**src/rtl/sodor3_itype_lockstep.sv**
```systemverilog
// Lockstep harness: single-cycle reference vs 3-stage pipeline on RV32I OP-IMM.
// Optional `LOCKSTEP_ASSERT_EN adds an immediate assertion on divergence.
module sodor3_itype_lockstep (
    input  logic        clk,
    input  logic        reset,
    input  logic [31:0] instr,
    output logic        commit_valid,
    output logic [4:0]  commit_rd,
    output logic [31:0] commit_data,
    output logic        mismatch
);

    localparam logic [31:0] NOP    = 32'h00000013;
    localparam logic [6:0]  OP_IMM = 7'b0010011;

    typedef struct packed {
        logic        we;
        logic [4:0]  rd;
        logic [31:0] data;
    } wb_t;

    function automatic logic [31:0] alu(input logic [31:0] ins,
                                        input logic [31:0] a);
        logic [31:0] imm;
        logic [4:0]  sh;
        imm = {{20{ins[31]}}, ins[31:20]};
        sh  = ins[24:20];
        unique case (ins[14:12])
            3'd0: alu = a + imm;
            3'd1: alu = a << sh;
            3'd2: alu = {31'b0, $signed(a) < $signed(imm)};
            3'd3: alu = {31'b0, a < imm};
            3'd4: alu = a ^ imm;
            3'd5: alu = ins[30] ? 32'($signed(a) >>> sh) : a >> sh;
            3'd6: alu = a | imm;
            3'd7: alu = a & imm;
        endcase
    endfunction

    // Non-writing instructions collapse to an all-zero tuple so both
    // sides compare equal on bubbles.
    function automatic wb_t retire(input logic [31:0] ins,
                                   input logic [31:0] a);
        wb_t t;
        t = '0;
        if (ins[6:0] == OP_IMM && ins[11:7] != 5'd0) begin
            t.we   = 1'b1;
            t.rd   = ins[11:7];
            t.data = alu(ins, a);
        end
        return t;
    endfunction

    logic [31:0] ref_rf  [32];
    logic [31:0] pipe_rf [32];

    logic [31:0] ref_src;
    wb_t         ref_wb;

    always_comb begin
        ref_src = '0;
        if (instr[19:15] != 5'd0)
            ref_src = ref_rf[instr[19:15]];
        ref_wb = retire(instr, ref_src);
    end

    always_ff @(posedge clk) begin
        if (!reset && ref_wb.we)
            ref_rf[ref_wb.rd] <= ref_wb.data;
    end

    logic [31:0] ifex;
    wb_t         exwb;
    logic [4:0]  ex_rs1;
    logic [31:0] ex_src;
    wb_t         ex_wb;

    always_comb begin
        ex_rs1 = ifex[19:15];
        ex_src = '0;
        if (ex_rs1 != 5'd0) begin
            if (exwb.we && exwb.rd == ex_rs1)
                ex_src = exwb.data;
            else
                ex_src = pipe_rf[ex_rs1];
        end
        ex_wb = retire(ifex, ex_src);
    end

    always_ff @(posedge clk or posedge reset) begin
        if (reset) begin
            ifex <= NOP;
            exwb <= '0;
        end else begin
            ifex <= instr;
            exwb <= ex_wb;
        end
    end

    always_ff @(posedge clk) begin
        if (!reset && exwb.we)
            pipe_rf[exwb.rd] <= exwb.data;
    end

    assign commit_valid = exwb.we;
    assign commit_rd    = exwb.rd;
    assign commit_data  = exwb.data;

    wb_t  dly0;
    wb_t  dly1;
    logic diff;

    assign diff = (dly1 != exwb);

    always_ff @(posedge clk or posedge reset) begin
        if (reset) begin
            dly0     <= '0;
            dly1     <= '0;
            mismatch <= 1'b0;
        end else begin
            dly0 <= ref_wb;
            dly1 <= dly0;
            if (diff)
                mismatch <= 1'b1;
        end
    end

`ifdef LOCKSTEP_ASSERT_EN
    logic [31:0] cyc;

    always_ff @(posedge clk or posedge reset) begin
        if (reset)
            cyc <= '0;
        else
            cyc <= cyc + 32'd1;
    end

    always_ff @(posedge clk) begin
        if (!reset)
            assert (!diff)
            else $error("lockstep divergence cyc=%0d rd=%0d exp=%h act=%h",
                        cyc, dly1.rd, dly1.data, exwb.data);
    end
`endif

endmodule

```
**config.mk**
```make
export PLATFORM = sky130hd
export DESIGN_NAME = sodor3_itype_lockstep
export DESIGN_NICKNAME = d
export VERILOG_FILES = /design/src/rtl/sodor3_itype_lockstep.sv
export SDC_FILE = /design/constraint.sdc
export NUM_CORES = 2
export LEC_CHECK = 0
export ABC_CLOCK_PERIOD_IN_PS = 8380
export CAP_MARGIN = 20
export CELL_PAD_IN_SITES_DETAIL_PLACEMENT = 0
export CELL_PAD_IN_SITES_GLOBAL_PLACEMENT = 2
export CORE_MARGIN = 5
export CORE_UTILIZATION = 43
export DETAILED_ROUTE_END_ITERATION = 8
export GPL_TIMING_DRIVEN = 0
export HOLD_SLACK_MARGIN = 0.1
export PLACE_DENSITY_LB_ADDON = 0.08
export SLEW_MARGIN = 25
export SYNTH_ARGS = -nofsm -noshare
export SYNTH_HDL_FRONTEND = slang
export SYNTH_SLANG_ARGS = --single-unit
export TNS_END_PERCENT = 50
```
**constraint.sdc**
```tcl
create_clock -name clk -period 8.38 [get_ports clk]
set_clock_uncertainty 0.05 [all_clocks]
set_input_delay 1.676 -clock clk [delete_from_list [all_inputs] [get_ports clk]]
set_output_delay 1.676 -clock clk [all_outputs]
set_load 0.02 [all_outputs]
```
==> results.cfg <==
[cells_and_area]
drive_gt1_frac = 0.1915
syn_to_final_growth_pct = 17.59
nNetsFinal = 7312
post-route-util = 0.5070
stdcell_count = 10290

[global_routing]
grt_max_degree = 94
antenna_found_initial = 17
grt_overflow_total = 0
grtUsageTotal = 0.3535
grt_pass1_vias = 65180
grt_pass1_wl_um = 584000

[critical_path]
timing.rr.end = commit_data[27]
crit_buf_inv = 8
startpoint_type = input port
timing.rr.start = ifex[19]
crit_chain = clkdlybuf4s50_1, buf_2, buf_4, buf_4, buf_4, mux4_2, a21oi_2, a211o_1, nand2b_2, inv_1, ha_1, inv_1, fa_1, nor2b_1, o31a_1, nor2b_1, o21ai_1, a21o_1, a211o_1, o21ai_0, xnor2_1, nand2_1, a41oi_4, buf_8
crit_arrival_ps = 8940
critPathRequiredTime_ps = 9040
crit_slowest_cell = clkdlybuf4s50_1
ff2ff_setup_slack_ps = 470
critPathKind = in2reg
worst_setup_path_end_kind = register
rr_worst_depth = 18
cpLargestDelayFamily = compound AO/OA/AOI/OAI gates
cp_slowest_stage_delay_ps = 750
cp_max_fo = 24
path_common_cell = buf_4

[detailed_routing]
drc = 0
avgRoutedWirePerCell_um = 42.56
avgViaCountPerCell = 6.561
dr.first_iter.drc_count = 9423
postRouteAntennaNets = 0
first_pass_iters = 6
vias = 67530
totalWireLength_um = 438100

[hold_path]
min_path_type = reg2reg
min_to = dly1[19]
min_from = dly0[19]
holdPathStages = 0

[clock_network]
htreeDepth = 4
insertion_delay_ps = 920
cts_root_buf = clkbuf_16
path_clk_slew_ps = 60
cts.sinks = 2195
numCtsBuffers = 222
clk_path_buf_depth = 3
cts_tree = done

[die]
die_w_um = 492.6
die_h_um = 492.6
io_pins = 73
die_area_um2 = 242700
initial_utilization = 0.4311
num_rows = 177
coreArea_um2 = 232300

[timing]
hold_violations = 0
timing.fmax_ghz = 0.1208
finalSetupViolCount = 0
timing.final.crit_period_ps = 8280
post-route-period-util = 0.9880
tns_ps = 0
layout_setup_ws_ps = 100.2
drv_slew = 0
max-slew-margin-rel = 0.1857
worstMarginPinSlew_ps = 1209

[synth]
synth-main-ff-cell = edfxtp_1
ys_seq_area_frac = 0.6508
synth_cell_types = 124
synth_top_family_by_area = multiplexers
synth_seq_cells = 2195
postSynthAreaPerCell_um2 = 15.40
synthXorXnorAreaFrac = 0.007521
synthArstFlopShare = 0.06697
synth_fa_ha_area_frac = 0.02888
ys_warn_count = 0
synth-simple-area-share = 0.05403
synthMuxAreaShare = 0.1258
synth_edf_count = 2048
syn_inst = 6504
syn_area_um2 = 100200
synth_compound_area_frac = 0.1052

[placed_design]
dp.cells = 9857
dp_hpwl_um = 324900
pre_cts_ws_ps = -2796
gp_congestion = 0.9917
port_buffers = 72

[run]
cap_violations = 0

[power]
power_per_cell_area_nw_per_um2 = 204.4
p_total_uw = 24080
p_leak_uw = 0.04419
max-vdd-ir-drop_uv = 250.2

[status]
status = finished, final reports clean
## routing by layer
metal / routed length (µm) / vias up / global-route usage
met2: 210600 / 3793 / 0.5867
met4: 25980 / 6 / 0.1706
li1: - / 27240 / -
met1: 168000 / 35660 / 0.4562
met3: 33280 / 831 / 0.05537
met5: 153 / - / 0.003718
## power by group
part           total [µW]  switching (µW)  internal, µW
Sequential          11800            16.3         11800
Clock                9810            4350          5460
Combinational        2420            1710           711
Total               24100            6080         18000
## registers in the layout, indices dropped and copies added, names as in the netlist
register	flops
pipe_rf	1024
ref_rf	1024
dly0	38
dly1	38
commit_data	32
ifex	32
commit_rd	5
commit_valid	1
mismatch	1
## synthesized netlist by cell type, drive strengths merged, types with 66 or more instances
master	number	area, µm²
edfxtp	2048	61500
mux2i	420	4204
nor2	399	1513
mux4	353	7980
o21ai	323	1628
nand2	279	1052
a21oi	257	1294
ha	228	2853
clkbuf	207	777.0
buf	192	1506
o22ai	145	920.9
dfrtp	144	3603
inv	122	457.9
nand3	88	457.9
o221ai	86	759.5
nor3	79	411.7
a22oi	72	545.5
a211oi	66	530.5
## cell families (layout without fill, tap and decap cells)
family,after synthesis,after routing
DFF,2195,2195
AOI/OAI and AO/OA,1515,1516
and+or+nand+nor,1142,1142
muxes,809,809
buffers and inverters,526,1232
adders and majority gates,230,230
xor gates and xnor gates,86,86
other,1,40
## worst reg2reg max path, delay by kind of cell (launching register included)
kind | cells | cell delay, ps
DFF | 1 | 350
adders and majority gates | 1 | 430
and+or+nand+nor | 3 | 1430
muxes | 1 | 180
buffers and inverters | 5 | 2690
AOI/OAI and AO/OA | 8 | 2610
## area by class of cell
cell class                 count  area, µm²
clock buffer                 285       5864
multi-input combinational   3815      33450
inverter                     124      478.0
tap                         3043       3807
antenna                        8      20.02
sequential                  2195      65220
buffer                       401       2419
clock inverter               133       1314
fill                       19400     114500
timing repair buffer         289       5199
## stage by stage
stage	hold slack, ps	instance area, µm²
floorplan	281.2	100300
global placement	281.2	104800
detailed placement	284.7	110300
CTS	267.1	117700
global route	289.9	117800
finish	272.7	117800
## what timing repair did
action	in CTS	in global routing
hold buffers	0	0
gates cloned	1	0
endpoints found under the setup margin	731	275
buffers inserted	8	0
gates resized for setup	49	31
pin swaps	6	0
## worst max path at each step
stage	startpoint	endpoint	slack [ps]	cells after the start
floorplan	instr[15]	ref_rf[0][29]	250	22
global placement	instr[19]	ref_rf[20][29]	-6620	20
detailed placement	instr[15]	ref_rf[12][31]	-2800	23
CTS	instr[16]	ref_rf[5][30]	30	26
global route	instr[17]	ref_rf[17][26]	-7	24
finish	instr[16]	ref_rf[19][26]	100	24
## layout by cell type (no fill, tap or decap), types with 62 or more instances in the layout
cell             Yosys  layout
a22o_1              64      62
ha_1               228     228
a22oi_1             71      71
edfxtp_1          2048    2048
nand2_1            277     275
clkbuf_1           207     223
buf_12               8      93
clkbuf_16            0     224
buf_4               47      68
mux2i_1            420     420
a21oi_1            255     254
dfrtp_1            144     111
mux4_2             345     345
inv_1              110     107
nor2_4               1      65
nand3_1             86      85
nor2_1             395     326
o221ai_1            85      83
buf_16               0      81
buf_6               44      65
clkdlybuf4s50_1      0      70
nor3_1              77      75
o22ai_1            144     143
o21ai_0            302     296
Power figures use the tool's default switching activity.
